<file path="config.mk">
export PLATFORM = sky130hd
export DESIGN_NAME = ula_sequencer_flat
export DESIGN_NICKNAME = d
export VERILOG_FILES = /design/src/rtl/ula_sequencer_pkg.sv /design/src/rtl/ula_sequencer_if.sv /design/src/rtl/ula_sequencer_counter.sv /design/src/rtl/ula_sequencer.sv /design/src/flat_wrapper.sv
export SDC_FILE = /design/constraint.sdc
export NUM_CORES = 1
export LEC_CHECK = 0
export CAP_MARGIN = 20
export CORE_MARGIN = 2
export CORE_UTILIZATION = 27
export DETAILED_ROUTE_END_ITERATION = 8
export SYNTH_ARGS = -nofsm -noshare
export SYNTH_HDL_FRONTEND = slang
export SYNTH_SLANG_ARGS = --single-unit
</file>
<file path="constraint.sdc">
create_clock -name clock -period 2.06 [get_ports clock]
set_input_delay 0.309 -clock clock [delete_from_list [all_inputs] [get_ports clock]]
set_output_delay 0.309 -clock clock [all_outputs]
set_load 0.01 [all_outputs]
</file>
<file path="src/rtl/ula_sequencer_pkg.sv">
// Shared types and constants for the ULA operation sequencer.
// State codes, opcode names and counter sizing helper.
package ula_sequencer_pkg;

    localparam int OP_W_DEF = 3;

    localparam logic [2:0] ST_IDLE   = 3'd0;
    localparam logic [2:0] ST_LOAD_A = 3'd1;
    localparam logic [2:0] ST_LOAD_B = 3'd2;
    localparam logic [2:0] ST_EXEC   = 3'd3;
    localparam logic [2:0] ST_GRAB   = 3'd4;
    localparam logic [2:0] ST_REQ    = 3'd5;
    localparam logic [2:0] ST_DRIVE  = 3'd6;

    typedef enum logic [2:0] {
        S_IDLE   = ST_IDLE,
        S_LOAD_A = ST_LOAD_A,
        S_LOAD_B = ST_LOAD_B,
        S_EXEC   = ST_EXEC,
        S_GRAB   = ST_GRAB,
        S_REQ    = ST_REQ,
        S_DRIVE  = ST_DRIVE
    } state_t;

    localparam logic [OP_W_DEF-1:0] OP_ADD  = 3'd0;
    localparam logic [OP_W_DEF-1:0] OP_SUB  = 3'd1;
    localparam logic [OP_W_DEF-1:0] OP_AND  = 3'd2;
    localparam logic [OP_W_DEF-1:0] OP_OR   = 3'd3;
    localparam logic [OP_W_DEF-1:0] OP_XOR  = 3'd4;
    localparam logic [OP_W_DEF-1:0] OP_NOT  = 3'd5;
    localparam logic [OP_W_DEF-1:0] OP_PASS = 3'd6;
    localparam logic [OP_W_DEF-1:0] OP_SHL  = 3'd7;

    // Counter must hold the larger of the two reload values.
    function automatic int cnt_width(input int a, input int b);
        int m;
        m = (a > b) ? a : b;
        return (m < 2) ? 1 : $clog2(m);
    endfunction

endpackage

</file>
<file path="src/rtl/ula_sequencer_if.sv">
// Control-unit / datapath / arbiter signals of the ULA sequencer.
// master = sequencer side, slave = environment side.
interface ula_sequencer_if
    import ula_sequencer_pkg::*;
#(
    parameter int OP_W = OP_W_DEF
);
    logic            start;
    logic [OP_W-1:0] opcode;
    logic            unary;
    logic            flush;
    logic            bus_gnt;
    logic            load_a;
    logic            load_b;
    logic [OP_W-1:0] ula_op;
    logic            grab;
    logic            bus_req;
    logic            store_data_bus;
    logic            busy;
    logic            done;

    modport master (
        input  start, opcode, unary, flush, bus_gnt,
        output load_a, load_b, ula_op, grab,
        output bus_req, store_data_bus, busy, done
    );

    modport slave (
        output start, opcode, unary, flush, bus_gnt,
        input  load_a, load_b, ula_op, grab,
        input  bus_req, store_data_bus, busy, done
    );

endinterface

</file>
<file path="src/rtl/ula_sequencer_counter.sv">
// Loadable down-counter with zero flag.
// Shared by the EXEC settle wait and the DRIVE hold.
module seq_counter #(
    parameter int COUNTER_W = 2
) (
    input  logic                 clock,
    input  logic                 reset,
    input  logic                 load,
    input  logic                 dec,
    input  logic [COUNTER_W-1:0] load_val,
    output logic                 zero
);
    logic [COUNTER_W-1:0] count;

    always_ff @(posedge clock or negedge reset) begin
        if (!reset) begin
            count <= '0;
        end else if (load) begin
            count <= load_val;
        end else if (dec && count != '0) begin
            count <= count - 1'b1;
        end
    end

    assign zero = (count == '0);

endmodule

</file>
<file path="src/rtl/ula_sequencer.sv">
// Sequences one ULA operation: operand loads, settle, grab, bus drive.
// Outputs are registered decodes of the next state.
module ula_sequencer
    import ula_sequencer_pkg::*;
#(
    parameter int OP_W        = OP_W_DEF,
    parameter int EXEC_CYCLES = 1,
    parameter int BUS_HOLD    = 1
) (
    input  logic            clock,
    input  logic            reset,
    ula_sequencer_if.master sif
);
    localparam int CW = cnt_width(EXEC_CYCLES, BUS_HOLD);
    localparam logic [CW-1:0] EXEC_LD = CW'(EXEC_CYCLES - 1);
    localparam logic [CW-1:0] HOLD_LD = CW'(BUS_HOLD - 1);

    state_t          state;
    state_t          nxt;
    logic            unary_q;
    logic [OP_W-1:0] op_q;
    logic            accept;
    logic            cnt_load;
    logic            cnt_dec;
    logic            cnt_zero;
    logic [CW-1:0]   cnt_val;

    always_ff @(posedge clock or negedge reset) begin
        if (!reset) begin
            state <= S_IDLE;
        end else begin
            state <= nxt;
        end
    end

    always_comb begin
        nxt = state;
        if (sif.flush) begin
            nxt = S_IDLE;
        end else begin
            unique case (state)
                S_IDLE:   if (sif.start) nxt = S_LOAD_A;
                S_LOAD_A: nxt = unary_q ? S_EXEC : S_LOAD_B;
                S_LOAD_B: nxt = S_EXEC;
                S_EXEC:   if (cnt_zero) nxt = S_GRAB;
                S_GRAB:   nxt = S_REQ;
                S_REQ:    if (sif.bus_gnt) nxt = S_DRIVE;
                S_DRIVE: begin
                    // Grant loss wins over completion.
                    if (!sif.bus_gnt) begin
                        nxt = S_REQ;
                    end else if (cnt_zero) begin
                        nxt = S_IDLE;
                    end
                end
                default:  nxt = S_IDLE;
            endcase
        end
    end

    assign accept   = (state == S_IDLE) && sif.start && !sif.flush;
    assign cnt_load = (nxt != state) &&
                      (nxt == S_EXEC || nxt == S_DRIVE);
    assign cnt_dec  = (nxt == state) &&
                      (state == S_EXEC || state == S_DRIVE);

    always_comb begin
        cnt_val = HOLD_LD;
        unique case (1'b1)
            (nxt == S_EXEC): cnt_val = EXEC_LD;
            default:         cnt_val = HOLD_LD;
        endcase
    end

    seq_counter #(
        .COUNTER_W(CW)
    ) u_cnt (
        .clock    (clock),
        .reset    (reset),
        .load     (cnt_load),
        .dec      (cnt_dec),
        .load_val (cnt_val),
        .zero     (cnt_zero)
    );

    always_ff @(posedge clock or negedge reset) begin
        if (!reset) begin
            unary_q            <= 1'b0;
            op_q               <= '0;
            sif.load_a         <= 1'b0;
            sif.load_b         <= 1'b0;
            sif.grab           <= 1'b0;
            sif.bus_req        <= 1'b0;
            sif.store_data_bus <= 1'b0;
            sif.busy           <= 1'b0;
            sif.done           <= 1'b0;
        end else begin
            sif.load_a         <= (nxt == S_LOAD_A);
            sif.load_b         <= (nxt == S_LOAD_B);
            sif.grab           <= (nxt == S_GRAB);
            sif.bus_req        <= (nxt == S_REQ) || (nxt == S_DRIVE);
            sif.store_data_bus <= (nxt == S_DRIVE);
            sif.busy           <= (nxt != S_IDLE);
            sif.done           <= (state == S_DRIVE) && (nxt == S_IDLE) &&
                                  !sif.flush;
            if (accept) begin
                op_q    <= sif.opcode;
                unary_q <= sif.unary;
            end
        end
    end

    assign sif.ula_op = op_q;

endmodule

</file>
<file path="src/flat_wrapper.sv">
// flat-port wrapper written by rule: the top's interface ports become plain ports
module ula_sequencer_flat import ula_sequencer_pkg::*;
#(
    parameter int OP_W        = OP_W_DEF,
    parameter int EXEC_CYCLES = 1,
    parameter int BUS_HOLD    = 1
)
  (clock, reset, sif_start, sif_opcode, sif_unary, sif_flush, sif_bus_gnt, sif_load_a, sif_load_b, sif_ula_op, sif_grab, sif_bus_req, sif_store_data_bus, sif_busy, sif_done);
  ula_sequencer_if #(.OP_W(OP_W)) sif_i ();
  input  logic clock;
  input  logic reset;
  input wire logic [$bits(sif_i.start)-1:0] sif_start;
  input wire logic [$bits(sif_i.opcode)-1:0] sif_opcode;
  input wire logic [$bits(sif_i.unary)-1:0] sif_unary;
  input wire logic [$bits(sif_i.flush)-1:0] sif_flush;
  input wire logic [$bits(sif_i.bus_gnt)-1:0] sif_bus_gnt;
  output wire logic [$bits(sif_i.load_a)-1:0] sif_load_a;
  output wire logic [$bits(sif_i.load_b)-1:0] sif_load_b;
  output wire logic [$bits(sif_i.ula_op)-1:0] sif_ula_op;
  output wire logic [$bits(sif_i.grab)-1:0] sif_grab;
  output wire logic [$bits(sif_i.bus_req)-1:0] sif_bus_req;
  output wire logic [$bits(sif_i.store_data_bus)-1:0] sif_store_data_bus;
  output wire logic [$bits(sif_i.busy)-1:0] sif_busy;
  output wire logic [$bits(sif_i.done)-1:0] sif_done;
  assign sif_i.start = sif_start;
  assign sif_i.opcode = sif_opcode;
  assign sif_i.unary = sif_unary;
  assign sif_i.flush = sif_flush;
  assign sif_i.bus_gnt = sif_bus_gnt;
  assign sif_load_a = sif_i.load_a;
  assign sif_load_b = sif_i.load_b;
  assign sif_ula_op = sif_i.ula_op;
  assign sif_grab = sif_i.grab;
  assign sif_bus_req = sif_i.bus_req;
  assign sif_store_data_bus = sif_i.store_data_bus;
  assign sif_busy = sif_i.busy;
  assign sif_done = sif_i.done;
  ula_sequencer #(.OP_W(OP_W), .EXEC_CYCLES(EXEC_CYCLES), .BUS_HOLD(BUS_HOLD)) u_core (.clock(clock), .reset(reset), .sif(sif_i));
endmodule
</file>
### After elaboration in Yosys (flattened, before gate mapping)

Cells that the tools add are included.

* equality and inequality tests: 14
* mux-type cells: 10
* reduce and logical (&&, ||, !) cells: 15
* add/subtract/negate cells: 1

Operators by type and width (count)
* $pmux 3 s7: 1
* $eq 3x3->1 const B: 6
* $mux 3: 6
* $eq 3x2->1 const B: 4
* $logic_and 1x1->1: 7
* $eq 3x1->1 const B: 2
* $logic_not 3->1: 2
* $eq 3x3->1: 1
* $logic_or 1x1->1: 3
* $mux 1: 3
* $ne 3x3->1: 1
* $reduce_bool 3->1: 1
* $reduce_bool 2->1: 1
* $logic_not 1->1: 1
* $sub 1x1->1 const B: 1

* bits in registers: 15
* output and inout bits: 10
* input port bits: 9
* word-level logic and storage cells: 51

### Longest topological paths before layout

Gate-level depths: netlist of run 1.

* word-level depth: 9
* depth in mapped cells: 6
* depth with buffers taken out: 5

### Cells and area by module

Synthesis of run 1 repeated with hierarchy kept, for this count alone.

* cells, all modules: 71
* area total of the unflattened synthesis: 772.0 µm²

Modules (own cells, without submodules)
* ula_sequencer: times used 1, cells each 67, area an instance 726.9 µm², seq. area each 350.3 µm²
* seq_counter: times used 1, cells each 4, area an instance 45.0 µm², seq. area each 25.0 µm²

### Worst setup path before layout of run 1

OpenSTA, ideal clock, no wires.

* kind: reg2reg
* start: register u_core.state[0]
* end: register u_core.op_q[0] (netlist: u_core.sif.ula_op[0])
* data required time: 1.935 ns
* arrival: 1.668 ns
* setup time: 0.125 ns
* path buffers: 0
* setup slack: 0.268 ns
* clock period less this slack: 1.792 ns
* cell stages (with the launch flop): 5
* path through: dfrtp_1 > or4_1 > a32o_2 > nand4_2 > mux2_2

* cells in the longest elaborated chain, start to end: 3

Ends and longest elaborated chain
* from (decl): line ula_sequencer.sv:18 `state_t state;`
* from (signal assigned): line ula_sequencer.sv:32 `state <= nxt;`
* $logic_not 3->1: line ula_sequencer.sv:61 `assign accept = (state == S_IDLE) && sif.start && !sif.flush;`
* $logic_and 1x1->1 (2 in a row): line ula_sequencer.sv:61
* to (signal assigned): line ula_sequencer.sv:107 `op_q <= sif.opcode;`
* to (decl): line ula_sequencer.sv:21 `logic [OP_W-1:0] op_q;`

Every way passes these cells.
A chain may end at the register's enable or synchronous reset.

### Final worst setup path of run 1

* start: register u_core.state[2]
* end: register u_core.op_q[0] (netlist: u_core.sif.ula_op[0])

Same word-level chain as after synthesis.

==> impl_metrics.py, run 1 <==
metrics = {
    "logic_synthesis": {
        "ys_types": 32,
        "synth_edf_count": 0,
        "yosys.area.top_type": "dfrtp_1",
        "synth-main-ff-cell": "dfrtp_1",
        "synth-seq-cells": 15,
        "syn_area_sq_um": 778.2,
        "yosysWarnings": 0,
        "yosysTopAreaCellShare": 0.4823,
        "syn_nets": 86,
        "synthCells": 77,
        "synthArstFlopShare": 1.000,
        "ys_seq_area_frac": 0.4823,
        "yosys-top-cells-area": "dfrtp_1, mux2_2, o21ai_0, a21oi_1, nand2b_1",
        "synth_area_per_cell_sq_um": 10.11,
    },
    "clock_tree": {
        "clk_latency_ns": 0.27,
        "cts_max_path_buffers": 2,
        "numCtsBuffers": 3,
        "cts-hold-fix-buffers": 0,
        "clk_pin_slew_ns": 0.08,
        "cts_setup_buffers": 0,
        "clockRootBuffer": "clkbuf_4",
        "cts_tree": "built",
        "cts.sinks": 15,
        "cts_resized": 0,
        "cts-htree-levels": 1,
    },
    "floorplan": {
        "io_pins": 19,
        "die_h_um": 57.69,
        "die-area_sq_um": 3328,
        "die_w_um": 57.69,
        "core-area_sq_um": 2758,
        "rows": 19,
        "start_util": 0.2822,
    },
    "critical_path": {
        "r2r-start": "u_core.state[2]",
        "cp_data_arrival_time_ns": 2.03,
        "crit_path_start_kind": "register",
        "worst_setup_path_end_kind": "register",
        "crit_start": "u_core.state[2]",
        "crit_path_max_fanout": 7,
        "worst-setup-path-type": "reg -> reg",
        "crit_required_ns": 2.23,
    },
    "cells_and_area": {
        "fillers": 286,
        "final_common_cell": "clkdlybuf4s50_1",
        "fin_nets": 112,
        "multi_input_area_sq_um": 375.4,
        "layout-drive-gt1-share": 0.2255,
        "syn2layout_area_growth_pct": 37.30,
        "final_cell_mix": "clkdlybuf4s50_1, dfrtp_1, buf_4, o21ai_0",
        "regArea_sq_um": 375.4,
        "n_antenna_cell": 0,
    },
    "power": {
        "seqPwrFrac": 0.385,
        "power_per_cell_area_nw_per_um2": 977.7,
        "p_leak_nw": 0.4662,
        "report.power.total_w": 0.001045,
        "vdd_ir_drop_max_uv": 719.9,
        "p_int_w": 0.0007007,
        "p_clk_frac": 0.150,
        "p_sw_w": 0.0003440,
        "combPwrFrac": 0.465,
        "swShare": 0.3293,
    },
    "grt": {
        "grtUsageTotal": 0.1079,
        "grt-ovfl-total": 0,
        "grt_pass1_wl_mm": 2.753,
        "antenna_found_initial": 0,
        "grt_max_degree": 16,
        "first_global_vias": 657,
    },
    "timing": {
        "tightestPinTransition_ns": 0.6459,
        "maxSlewHeadroom": 0.5681,
        "drv_slew": 0,
        "grt_setup_unrepaired": "false",
        "fin_crit_sh": 0.9046,
        "period_needed_ns": 1.863,
        "final-setup-viol-count": 0,
        "finClkSkew_ns": 0.005313,
        "finalWorstSetupSlack_ns": 0.1965,
        "hold_viol": 0,
        "max_freq_ghz": 0.5366,
    },
    "outcome": {
        "outcome": "finished, final reports clean",
    },
    "hold_path": {
        "hold_class": "in -> async",
    },
    "drt": {
        "drc": 0,
        "vias_per_cell": 5.090,
        "drtAntennaViolNets": 0,
        "wirelength_mm": 1.618,
        "wl_per_cell_um": 12.17,
        "drt_iter0_markers": 12,
        "drt_pass1_iterations": 4,
        "num_vias": 677,
    },
    "placement": {
        "io_buffers": 18,
        "pre_cts_ws_ns": -0.01811,
        "place_congestion": 0.7551,
        "dpl.hpwl_mm": 1.243,
    },
    "job": {
        "maxCapViolCount": 0,
    },
}
## cell usage after synthesis (all sizes together) (2+ instances only)
cell / instances
nand2b: 4
and2: 2
dfrtp: 15
inv: 3
nor2: 5
nor3: 3
clkbuf: 2
nand2: 3
o21ai: 7
nand3b: 2
a21oi: 6
buf: 3
mux2: 4
or3: 2
## final timing paths
check / endpoint / cells after the start / slack (ns)
max: u_core.sif.ula_op[0] / 6 / 0.20
min: u_core.sif.load_a / 1 / 0.43
max reg2reg: u_core.sif.ula_op[0] / 6 / 0.20
min reg2reg: u_core.sif.ula_op[0] / 1 / 0.51
max in group asynchronous: u_core.sif.busy / 1 / 1.22
min in group clock: u_core.sif.ula_op[0] / 1 / 0.51
## power by group through the flow
stage / combinational, W / clock, W / sequential, W
after global placement: 0.000473 / 0 / 0.000408
after CTS: 0.000483 / 0.000167 / 0.000403
after detailed placement: 0.000480 / 0 / 0.000409
after global routing: 0.000532 / 0.000185 / 0.000412
final: 0.000486 / 0.000157 / 0.000402
after floorplan: 0.000241 / 0 / 0.000435
## critical path, cell delays in order, from the launching register on
cell,delay (ns)
dfrtp_1,0.46
buf_4,0.19
and2_1,0.18
o21ai_0,0.17
a32o_2,0.24
nand4_2,0.19
mux2_2,0.32
## logic make-up after synthesis
kind of cell	Yosys count	share of synthesized area
simple gates	27	0.2154
buf+inv	8	0.04341
mux	5	0.07074
flops	15	0.4823
compound gates	22	0.1881
## registers in the layout, summed over array words and instances (netlist names)
signal / flops
u_core.sif.ula_op: 3
u_core.state: 3
u_core.sif.busy: 1
u_core.sif.grab: 1
u_core.sif.load_a: 1
u_core.unary_q: 1
u_core.sif.store_data_bus: 1
u_core.sif.bus_req: 1
u_core.sif.done: 1
u_core.u_cnt.count: 1
u_core.sif.load_b: 1
## cell type report
type                       count  area share
clock buffer                   3     0.02108
timing repair buffer          26      0.2248
tap                           31     0.03630
multi-input combinational     54      0.3513
inverter                       3     0.01054
sequential                    15      0.3513
clock inverter                 1    0.004684
## per-layer routing
layer	vias to the layer above	wire, um	GRT usage	part of all wire
li1	329	-	-	-
met2	17	802	0.1737	0.50
met3	2	111	0.04241	0.069
met4	0	8	0.03322	0.0049
met5	-	0	0	0
met1	329	695	0.1337	0.43
## through the flow
stage                     cells  hold slack (ns)    util  instance area, sq um  setup TNS [ns]
final                       133           0.4266  0.3875                  1069               0
after global routing        133           0.4467  0.3875                  1069               0
after CTS                   133           0.4391  0.3852                  1062               0
after detailed placement    129           0.4936  0.3752                  1035        -0.07131
after global placement      129           0.4931  0.3752                  1035               0
after floorplan              77          0.01341       -                 778.2               0
Power figures use the tool's default switching activity.
==> inputs of run 2 (changes only) <==
--- a/config.mk
+++ b/config.mk
@@ -6,9 +6,11 @@
 export NUM_CORES = 1
 export LEC_CHECK = 0
 export CAP_MARGIN = 20
+export CORE_ASPECT_RATIO = 1.4
 export CORE_MARGIN = 2
 export CORE_UTILIZATION = 27
 export DETAILED_ROUTE_END_ITERATION = 8
+export GPL_TIMING_DRIVEN = 0
 export SYNTH_ARGS = -nofsm -noshare
 export SYNTH_HDL_FRONTEND = slang
 export SYNTH_SLANG_ARGS = --single-unit
==> run 2 against run 1 <==
Effect of this change:
- design area shrank 2.7%
- global-route usage rose by 0.52 points
- sequential share of layout area grew 0.97 points
- core utilization shrank 1.5 points
- critical endpoint is now u_core.sif.ula_op[2]
- register-to-register slack lost 0.04 ns
- largest power group unchanged
==> impl_metrics.py, run 2 (synthesis results as in run 1) <==
metrics = {
    "outcome": {
        "outcome": "finished, final reports clean",
    },
    "drt": {
        "drt-met1-wl_um": 645,
        "drtAntennaViolNets": 0,
        "wl_met2_um": 882,
        "wirelength_mm": 1.669,
        "wl_met3_um": 85,
        "routed.top_layer": "met4",
        "drt_iter0_markers": 9,
        "vias_per_cell": 5.007,
        "drt_pass1_iterations": 4,
        "wl_per_cell_um": 12.36,
        "drc": 0,
        "num_vias": 676,
    },
    "critical_path": {
        "r2r_setup_slack_ns": 0.16,
        "crit_path_max_fanout": 6,
        "reg2reg_depth": 4,
        "r2r-start": "u_core.state[0]",
        "crit_path_start_kind": "primary input",
        "crit_required_ns": 2.19,
        "worst-setup-path-type": "in -> reg",
        "crit_start": "sif_bus_gnt",
        "reg2reg_to": "u_core.sif.ula_op[2]",
        "cp_data_arrival_time_ns": 2.03,
        "worst_setup_path_end_kind": "register",
    },
    "clock_tree": {
        "cts_max_path_buffers": 2,
        "clk_pin_slew_ns": 0.05,
        "cts.sinks": 15,
        "numCtsBuffers": 3,
        "cts_tree": "built",
        "cts_setup_buffers": 0,
        "cts_resized": 0,
        "cts-htree-levels": 1,
        "cts-hold-fix-buffers": 0,
        "clockRootBuffer": "clkbuf_8",
        "clk_latency_ns": 0.25,
    },
    "placement": {
        "dp.cells": 131,
        "io_buffers": 17,
        "dpl.hpwl_mm": 1.288,
        "pre_cts_ws_ns": -0.1015,
        "place_congestion": 0.8058,
    },
    "grt": {
        "grt_max_degree": 16,
        "grt_pass1_wl_mm": 2.829,
        "first_global_vias": 680,
        "antenna_found_initial": 0,
        "grtUsageTotal": 0.1132,
        "grt-ovfl-total": 0,
    },
    "cells_and_area": {
        "n_antenna_cell": 0,
        "fin_nets": 108,
        "layout-drive-gt1-share": 0.1633,
        "layout.cells.non_filler": 135,
        "fin_util": 0.3725,
        "syn2layout_area_growth_pct": 33.60,
        "final_common_cell": "clkdlybuf4s50_1",
        "final_cell_mix": "clkdlybuf4s50_1, dfrtp_1, o21ai_0, a21oi_1, nor2_1",
    },
    "power": {
        "report.power.total_w": 0.001084,
        "p_leak_nw": 0.4419,
        "vdd_ir_drop_max_uv": 609.8,
        "power_per_cell_area_nw_per_um2": 1043,
    },
    "floorplan": {
        "start_util": 0.2788,
        "core-area_sq_um": 2791,
        "io_pins": 19,
        "die_w_um": 49.38,
        "rows": 23,
        "die-area_sq_um": 3334,
        "die_h_um": 67.53,
    },
    "timing": {
        "drv_slew": 0,
        "tightestPinTransition_ns": 0.6449,
        "finClkSkew_ns": 0.0007832,
        "period_needed_ns": 1.900,
        "hold_viol": 0,
        "final-setup-viol-count": 0,
        "maxSlewHeadroom": 0.5687,
        "grt_setup_unrepaired": "false",
        "max_freq_ghz": 0.5263,
        "finalWorstSetupSlack_ns": 0.1598,
        "fin_crit_sh": 0.9224,
    },
    "job": {
        "maxCapViolCount": 0,
    },
    "hold_path": {
        "hold_class": "in -> async",
    },
}
## run 2: cell count changes in the layout (fill, tap and decap cells not counted), sizes merged
cell	before	now
buf	8	3
clkbuf	3	6
clkdlybuf4s50	18	17
clkinv	1	0
## run 2: worst max-delay path, stage by stage
cell and delay (ns):
clkdlybuf4s50_1 0.53, and2_1 0.23, o21ai_0 0.12, a32o_2 0.32, nand4_2 0.17, mux2_2 0.35
## run 2: final cells by class
| type | instances | area [sq um] |
|---|---|---|
| clock buffer | 4 | 45.04 |
| fill | 290 | 1752 |
| timing repair buffer | 17 | 170.2 |
| sequential | 15 | 375.4 |
| buffer | 5 | 22.52 |
| inverter | 3 | 11.26 |
| tap | 37 | 46.29 |
| multi-input combinational | 54 | 369.1 |
## run 2: metrics by stage
step	hold WS [ns]	TNS [ns]	cell area, sq um
2_1_floorplan	0.01341	0	778.2
3_3_place_gp	0.4916	-0.3778	994.7
3_5_place_dp	0.4988	-0.3864	994.7
4_1_cts	0.4806	0	1040
5_1_grt	0.5335	0	1040
6_report	0.4605	0	1040
## run 2: worst max path at each step
stage                     depth (start not counted)              endpoint  slack, ns
after floorplan                                   4  u_core.sif.ula_op[0]       0.27
after global placement                            6  u_core.sif.ula_op[1]      -0.09
after detailed placement                          6  u_core.sif.ula_op[2]      -0.10
after CTS                                         4  u_core.sif.ula_op[2]       0.15
after global routing                              6  u_core.sif.ula_op[0]      0.001
final                                             6  u_core.sif.ula_op[2]       0.16
## run 2: power by group
group	switching (W)	internal, W	leakage [nW]
clock	0.0000967	0.000137	0.0228
sequential	0.0000429	0.000369	0.195
combinational	0.000211	0.000228	0.224
total	0.000351	0.000734	0.442
## run 2: metal layers
metal	up-vias	GRT usage
li1	324	-
met1	326	0.1139
met2	21	0.2095
met3	5	0.01327
met4	0	0.09375
met5	-	0
